### src/rtl/qspi_bus_arbiter_pkg.sv
// Shared types and constants for the two-port QSPI read-burst arbiter.
package qspi_bus_arbiter_pkg;

  typedef enum logic [2:0] {
    S_IDLE,
    S_START,
    S_WAIT,
    S_DATA,
    S_STOP
  } state_e;

  localparam logic [1:0] TGT_FLASH = 2'd0;
  localparam logic [1:0] TGT_RAM_A = 2'd1;
  localparam logic [1:0] TGT_RAM_B = 2'd2;

  localparam int DEFAULT_STARVE_LIMIT = 4;

  // A length field of zero encodes a full 256-word burst.
  function automatic logic [8:0] burst_words(input logic [7:0] len);
    return {(len == 8'd0), len};
  endfunction

endpackage

### src/rtl/qspi_bus_arbiter_grant.sv
// Port selection: fixed priority to port 0, with port 1 forced through once
// port 0 has won STARVE_LIMIT consecutive grants while port 1 was waiting.
module qspi_grant_select
  import qspi_bus_arbiter_pkg::*;
#(
  parameter int STARVE_LIMIT = DEFAULT_STARVE_LIMIT
) (
  input  logic clk,
  input  logic rst_n,
  input  logic i_valid0,
  input  logic i_valid1,
  input  logic i_grant,
  output logic o_valid,
  output logic o_port
);

  localparam logic [2:0] LIMIT = 3'(STARVE_LIMIT);

  logic [2:0] r_starve;
  logic       w_force1;

  assign w_force1 = i_valid1 && (r_starve == LIMIT);
  assign o_valid  = i_valid0 || i_valid1;
  assign o_port   = i_valid1 && (!i_valid0 || w_force1);

  always_ff @(posedge clk) begin
    if (!rst_n) begin
      r_starve <= 3'd0;
    end else if (!i_valid1) begin
      r_starve <= 3'd0;
    end else if (i_grant) begin
      if (o_port)
        r_starve <= 3'd0;
      else if (r_starve != LIMIT)
        r_starve <= r_starve + 3'd1;
    end
  end

endmodule

### src/rtl/qspi_bus_arbiter.sv
// Two-port read-burst arbiter in front of a shared SPI flash/RAM controller.
// Outputs are combinational from the FSM and forced idle while rst_n is low.
module qspi_bus_arbiter
  import qspi_bus_arbiter_pkg::*;
#(
  parameter int ADDR_BITS    = 24,
  parameter int STARVE_LIMIT = DEFAULT_STARVE_LIMIT
) (
  input  logic                 clk,
  input  logic                 rst_n,
  input  logic                 i_req0_valid,
  input  logic [ADDR_BITS-1:0] i_req0_addr,
  input  logic [1:0]           i_req0_target,
  input  logic [7:0]           i_req0_len,
  input  logic                 i_req0_abort,
  output logic                 o_req0_ready,
  output logic                 o_req0_data_valid,
  output logic [15:0]          o_req0_data,
  output logic                 o_req0_done,
  input  logic                 i_req1_valid,
  input  logic [ADDR_BITS-1:0] i_req1_addr,
  input  logic [1:0]           i_req1_target,
  input  logic [7:0]           i_req1_len,
  input  logic                 i_req1_abort,
  output logic                 o_req1_ready,
  output logic                 o_req1_data_valid,
  output logic [15:0]          o_req1_data,
  output logic                 o_req1_done,
  output logic [ADDR_BITS-1:0] o_ctl_addr,
  output logic                 o_ctl_start,
  output logic                 o_ctl_continue,
  output logic                 o_ctl_stop,
  input  logic [15:0]          i_ctl_data,
  input  logic                 i_ctl_busy,
  input  logic                 i_ctl_select_n,
  output logic                 o_flash_cs_n,
  output logic                 o_ram_a_cs_n,
  output logic                 o_ram_b_cs_n
);

  state_e                 r_state, w_state_next;
  logic [ADDR_BITS-1:0]   r_addr;
  logic [1:0]             r_target;
  logic [8:0]             r_remaining;
  logic                   r_port;
  logic                   r_abort;
  logic                   r_wait_first;
  logic                   r_stop_held;

  logic                   w_sel_valid, w_sel_port;
  logic                   w_grant, w_dv, w_done;
  logic                   w_start, w_cont, w_stop;
  logic                   w_abort_in, w_last, w_bus_owned;
  logic [ADDR_BITS-1:0]   w_sel_addr;

  qspi_grant_select #(.STARVE_LIMIT(STARVE_LIMIT)) u_grant (
    .clk     (clk),
    .rst_n   (rst_n),
    .i_valid0(i_req0_valid),
    .i_valid1(i_req1_valid),
    .i_grant (w_grant),
    .o_valid (w_sel_valid),
    .o_port  (w_sel_port)
  );

  assign w_sel_addr = w_sel_port ? i_req1_addr : i_req0_addr;
  assign w_abort_in = r_port ? i_req1_abort : i_req0_abort;
  // A word already in DATA is always delivered; abort only picks stop over continue.
  assign w_last     = (r_remaining == 9'd1) || r_abort || w_abort_in;

  always_comb begin
    w_state_next = r_state;
    w_grant      = 1'b0;
    w_dv         = 1'b0;
    w_start      = 1'b0;
    w_cont       = 1'b0;
    w_stop       = 1'b0;
    w_done       = 1'b0;
    case (r_state)
      S_IDLE: begin
        if (w_sel_valid) begin
          w_grant      = 1'b1;
          w_state_next = S_START;
        end
      end
      S_START: begin
        w_start      = 1'b1;
        w_state_next = S_WAIT;
      end
      S_WAIT: begin
        if (!r_wait_first && !i_ctl_busy)
          w_state_next = S_DATA;
      end
      S_DATA: begin
        w_dv = 1'b1;
        if (w_last) begin
          w_stop       = 1'b1;
          w_state_next = S_STOP;
        end else begin
          w_cont       = 1'b1;
          w_state_next = S_WAIT;
        end
      end
      S_STOP: begin
        if (r_stop_held && i_ctl_select_n) begin
          w_done       = 1'b1;
          w_state_next = S_IDLE;
        end
      end
      default: w_state_next = S_IDLE;
    endcase
    if (!rst_n) begin
      w_grant = 1'b0;
      w_dv    = 1'b0;
      w_start = 1'b0;
      w_cont  = 1'b0;
      w_stop  = 1'b0;
      w_done  = 1'b0;
    end
  end

  assign o_req0_ready      = w_grant && !w_sel_port;
  assign o_req1_ready      = w_grant && w_sel_port;
  assign o_req0_data_valid = w_dv && !r_port;
  assign o_req1_data_valid = w_dv && r_port;
  assign o_req0_data       = (w_dv && !r_port) ? i_ctl_data : 16'd0;
  assign o_req1_data       = (w_dv && r_port) ? i_ctl_data : 16'd0;
  assign o_req0_done       = w_done && !r_port;
  assign o_req1_done       = w_done && r_port;
  assign o_ctl_start       = w_start;
  assign o_ctl_continue    = w_cont;
  assign o_ctl_stop        = w_stop;
  assign o_ctl_addr        = rst_n ? r_addr : '0;

  // Reserved target 3 is routed to flash.
  assign w_bus_owned  = rst_n && (r_state != S_IDLE);
  assign o_flash_cs_n = !(w_bus_owned && (r_target == TGT_FLASH || r_target == 2'd3)) || i_ctl_select_n;
  assign o_ram_a_cs_n = !(w_bus_owned && r_target == TGT_RAM_A) || i_ctl_select_n;
  assign o_ram_b_cs_n = !(w_bus_owned && r_target == TGT_RAM_B) || i_ctl_select_n;

  always_ff @(posedge clk) begin
    if (!rst_n) begin
      r_state      <= S_IDLE;
      r_addr       <= '0;
      r_target     <= TGT_FLASH;
      r_remaining  <= 9'd0;
      r_port       <= 1'b0;
      r_abort      <= 1'b0;
      r_wait_first <= 1'b0;
      r_stop_held  <= 1'b0;
    end else begin
      r_state      <= w_state_next;
      r_wait_first <= (r_state != S_WAIT);
      r_stop_held  <= (r_state == S_STOP);
      if (w_grant) begin
        r_addr      <= {w_sel_addr[ADDR_BITS-1:1], 1'b0};
        r_target    <= w_sel_port ? i_req1_target : i_req0_target;
        r_remaining <= burst_words(w_sel_port ? i_req1_len : i_req0_len);
        r_port      <= w_sel_port;
        r_abort     <= 1'b0;
      end else if (r_state != S_IDLE && w_abort_in) begin
        r_abort <= 1'b1;
      end
      if (w_dv)
        r_remaining <= r_remaining - 9'd1;
    end
  end

endmodule

### config.mk
export PLATFORM = sky130hd
export DESIGN_NAME = qspi_bus_arbiter
export DESIGN_NICKNAME = d
export VERILOG_FILES = /design/src/rtl/qspi_bus_arbiter_pkg.sv /design/src/rtl/qspi_bus_arbiter_grant.sv /design/src/rtl/qspi_bus_arbiter.sv
export SDC_FILE = /design/constraint.sdc
export NUM_CORES = 1
export LEC_CHECK = 0
export ABC_AREA = 1
export BUFFER_PORTS_ARGS = -buffer_cell sky130_fd_sc_hd__buf_2
export CORE_ASPECT_RATIO = 0.75
export CORE_MARGIN = 2
export CORE_UTILIZATION = 48
export CTS_BUF_LIST = sky130_fd_sc_hd__clkbuf_16
export DETAILED_ROUTE_END_ITERATION = 10
export HOLD_SLACK_MARGIN = 0.1
export PLACE_DENSITY = 0.86
export SYNTH_ARGS = -nofsm -noshare
export SYNTH_HDL_FRONTEND = slang
export SYNTH_HIERARCHICAL = 1
export SYNTH_SLANG_ARGS = --single-unit
### constraint.sdc
create_clock -name clk -period 3.22 [get_ports clk]
set_clock_uncertainty 0.2 [all_clocks]
set_input_delay 0.161 -clock clk [delete_from_list [all_inputs] [get_ports clk]]
set_output_delay 0.161 -clock clk [all_outputs]
set_load 0.05 [all_outputs]
==> results.toml <==
[run_status]
status = "complete, no violations"

[finish]
antennaDiodeCount = 0
layout_common_cells = "buf_2, nand2_1, inv_1"
seqCellArea_um2 = 881
layout_commonest_cell = "buf_2"
fin_nets = 763
area_growth_pct = 57.5
fillers = 360
drive_gt1_share_pct = 28.1
multi_input_area_um2 = 1470

[worst_setup_path]
critPathKind = "flop to flop"
cpPeakStageDelay_ns = 0.60
critPathLaunchType = "flop"
cp_max_fo = 17
worst_path_max_delay_cell = "dlygate4sd3_1"
cp_num_buf_inv = 5
critPathRequiredTime_ns = 3.25
crit_top_cell = "nand2_1"
crit_chain = "inv_1 -> ha_1 -> nand2_1 -> nand2_1 -> nand2_1 -> inv_1 -> inv_1 -> nor2_4 -> buf_12 -> nand2_1 -> a31oi_1 -> dlygate4sd3_1"
crit_path_end_kind = "flop"
critPathArrivalTime_ns = 2.99
critical-path-top-delay-family = "buffers and inverters"

[clock_network]
cts_root_buffer = "clkbuf_16"
htreeDepth = 2
path_clk_slew_ns = 0.06
numCtsBuffers = 5
clk_path_buf_depth = 2
clk_latency_ns = 0.29
cts_tree = "done"
numClockSinks = 44

[pwr]
peakVddDrop_uv = 366
p_per_area_nw_per_um2 = 460
clockPowerShare_pct = 32.7
p_int_uw = 1300
leakage_uw = 0.00252
p_sw_uw = 726
switching_share_pct = 35.8
power_frac_seq_pct = 33.0
totalPowerFinal_uw = 2030
p_comb_share_pct = 34.4

[place]
place.gp.congestion = 0.888
dpl.hpwl_um = 6250
post-place-ws_ns = 0.747
port_buffers = 156

[sta]
relSlewSlack_pct = 57.5
final_hold_viol_count = 0
post-route-period-util_pct = 91.8
rsz0062_at_grt = "false"
setup_violations = 0
fin_ws_ns = 0.265
drv_slew = 0
tns_ns = 0
period_needed_ns = 2.96
max_freq_ghz = 0.338
tightest_slew_ns = 0.635

[die]
coreArea_um2 = 5710
start_util_pct = 49.0
boundaryPins = 160
die-area_um2 = 6460
die_x_um = 92.2
num_rows = 24
die_h_um = 70.1

[yosys]
synth_compound_area_share_pct = 12.1
netlist_area_um2 = 2800
synth_fa_ha_area_share_pct = 2.68
synth_simple_gate_area_share_pct = 37.4
ys_seq_elements = 44
syn-mean-instance-area_um2 = 6.19
synth_edf_count = 0
ys_seq_area_share_pct = 31.5
synthXorXnorAreaFrac_pct = 0.313
async_reset_ff_share_pct = 0
synth_top_family_by_area = "simple AND/OR/NAND/NOR gates"
synth_mux_area_share_pct = 0
yosys_warnings = 6
synthCells = 452
synth_flop_cell = "dfxtp_1"
synth_nets = 550
yosysUniqueCellTypes = 34

[global_routing]
grt_pass1_vias = 3821
grt_pass1_wl_um = 17600
grt_max_degree = 30
antenna_found_initial = 0
groute.usage.overall_pct = 34.4
gr-total-overflow = 0

[detailed_routing]
drc = 0
vias = 4002
viasPerCell = 5.39
final_antenna_net_count = 0
wl_per_cell_um = 15.0
drtIter0Drc = 465
wirelength_um = 11200
drtPass1Iterations = 6

[flow_run]
drv_cap = 0

[worst_hold_path]
hold_path_class = "input port to flop"
[cell type report]
class / count / area share (%)
multi-input combinational: 307 / 33.5
timing repair buffer: 223 / 32.9
sequential: 44 / 20.0
inverter: 84 / 7.19
clock buffer: 5 / 2.84
tap: 78 / 2.22
clock inverter: 2 / 1.36
[through the flow]
stage	instance area (um^2)	cells	utilization (%)	hold slack [ns]
2_1_floorplan	2800	452	-	0.0785
3_3_place_gp	3580	673	62.7	0.180
4_1_cts	4390	742	76.9	0.121
6_report	4410	743	77.2	0.135
3_5_place_dp	3580	673	62.7	0.184
5_1_grt	4410	743	77.2	0.153
[power groups by stage]
stage	combinational (uW)	clock (uW)	sequential [uW]
6_report	696	662	668
5_1_grt	751	687	671
4_1_cts	649	653	657
3_5_place_dp	560	0	669
3_3_place_gp	548	0	664
2_1_floorplan	425	0	658
[synthesized netlist by cell type, types with 2 or more instances]
cell type	n	area, um^2
dfxtp_1	44	881
buf_6	6	67.6
o21ai_1	2	10.0
buf_2	2	10.0
buf_4	4	30.0
a22oi_1	5	37.5
nand3_1	15	75.1
buf_1	2	7.51
nand4_1	2	12.5
a21oi_1	11	55.1
nor2_1	56	210
clkbuf_1	3	11.3
nand4_4	2	42.5
nor2_4	5	56.3
ha_1	6	75.1
nand2_1	151	567
nor3_1	3	15.0
o22ai_1	3	18.8
inv_2	5	18.8
o21ai_0	12	60.1
inv_1	78	293
a31oi_1	22	138
nand3_2	2	20.0
[cells by family after synthesis]
logic type | count (synthesis)
AOI/OAI and AO/OA | 57
xor gates and xnor gates | 1
adders and majority gates | 6
buffers and inverters | 101
DFF | 44
other | 1
and+or+nand+nor | 242
[per-layer routing]
| metal | wire length [um] | part of all wire [%] | track usage, % |
|---|---|---|---|
| met1 | 3920 | 35 | 35.8 |
| met2 | 5590 | 50 | 63.3 |
| met3 | 1000 | 9.0 | 6.58 |
| met4 | 656 | 5.9 | 21.6 |
| met5 | 0 | 0 | 0 |
[tightest hold or removal path, delay by kind of cell]
family	cells	cell delay (ns)
and+or+nand+nor	4	0.25
AOI/OAI and AO/OA	1	0.07
buffers and inverters	1	0.08
[sequential cells by signal, indices dropped and copies added, names as in the netlist]
| signal | cells |
|---|---|
| r_abort | 1 |
| r_addr | 23 |
| r_port | 1 |
| r_remaining | 9 |
| r_state | 3 |
| r_stop_held | 1 |
| r_target | 2 |
| r_wait_first | 1 |
| u_grant/r_starve | 3 |
[path summary, 6_finish.rpt]
path / start / end / slack, ns / depth (start not counted)
setup / recovery: u_grant/r_starve[0] / r_addr[5] / 0.26 / 12
hold / removal: i_req0_len[0] / r_remaining[8] / 0.14 / 6
setup reg to reg: u_grant/r_starve[0] / r_addr[5] / 0.26 / 12
hold reg to reg: r_addr[20] / r_addr[20] / 0.29 / 2
[timing repair]
item                                    4_1_cts  5_1_grt
gates resized for setup                       0        0
endpoints found under the setup margin        0       17
hold buffers                                 62        0
setup buffers                                 0        1
hold endpoints to repair                     33        0
Note: power is estimated with default switching activity, not from simulation.
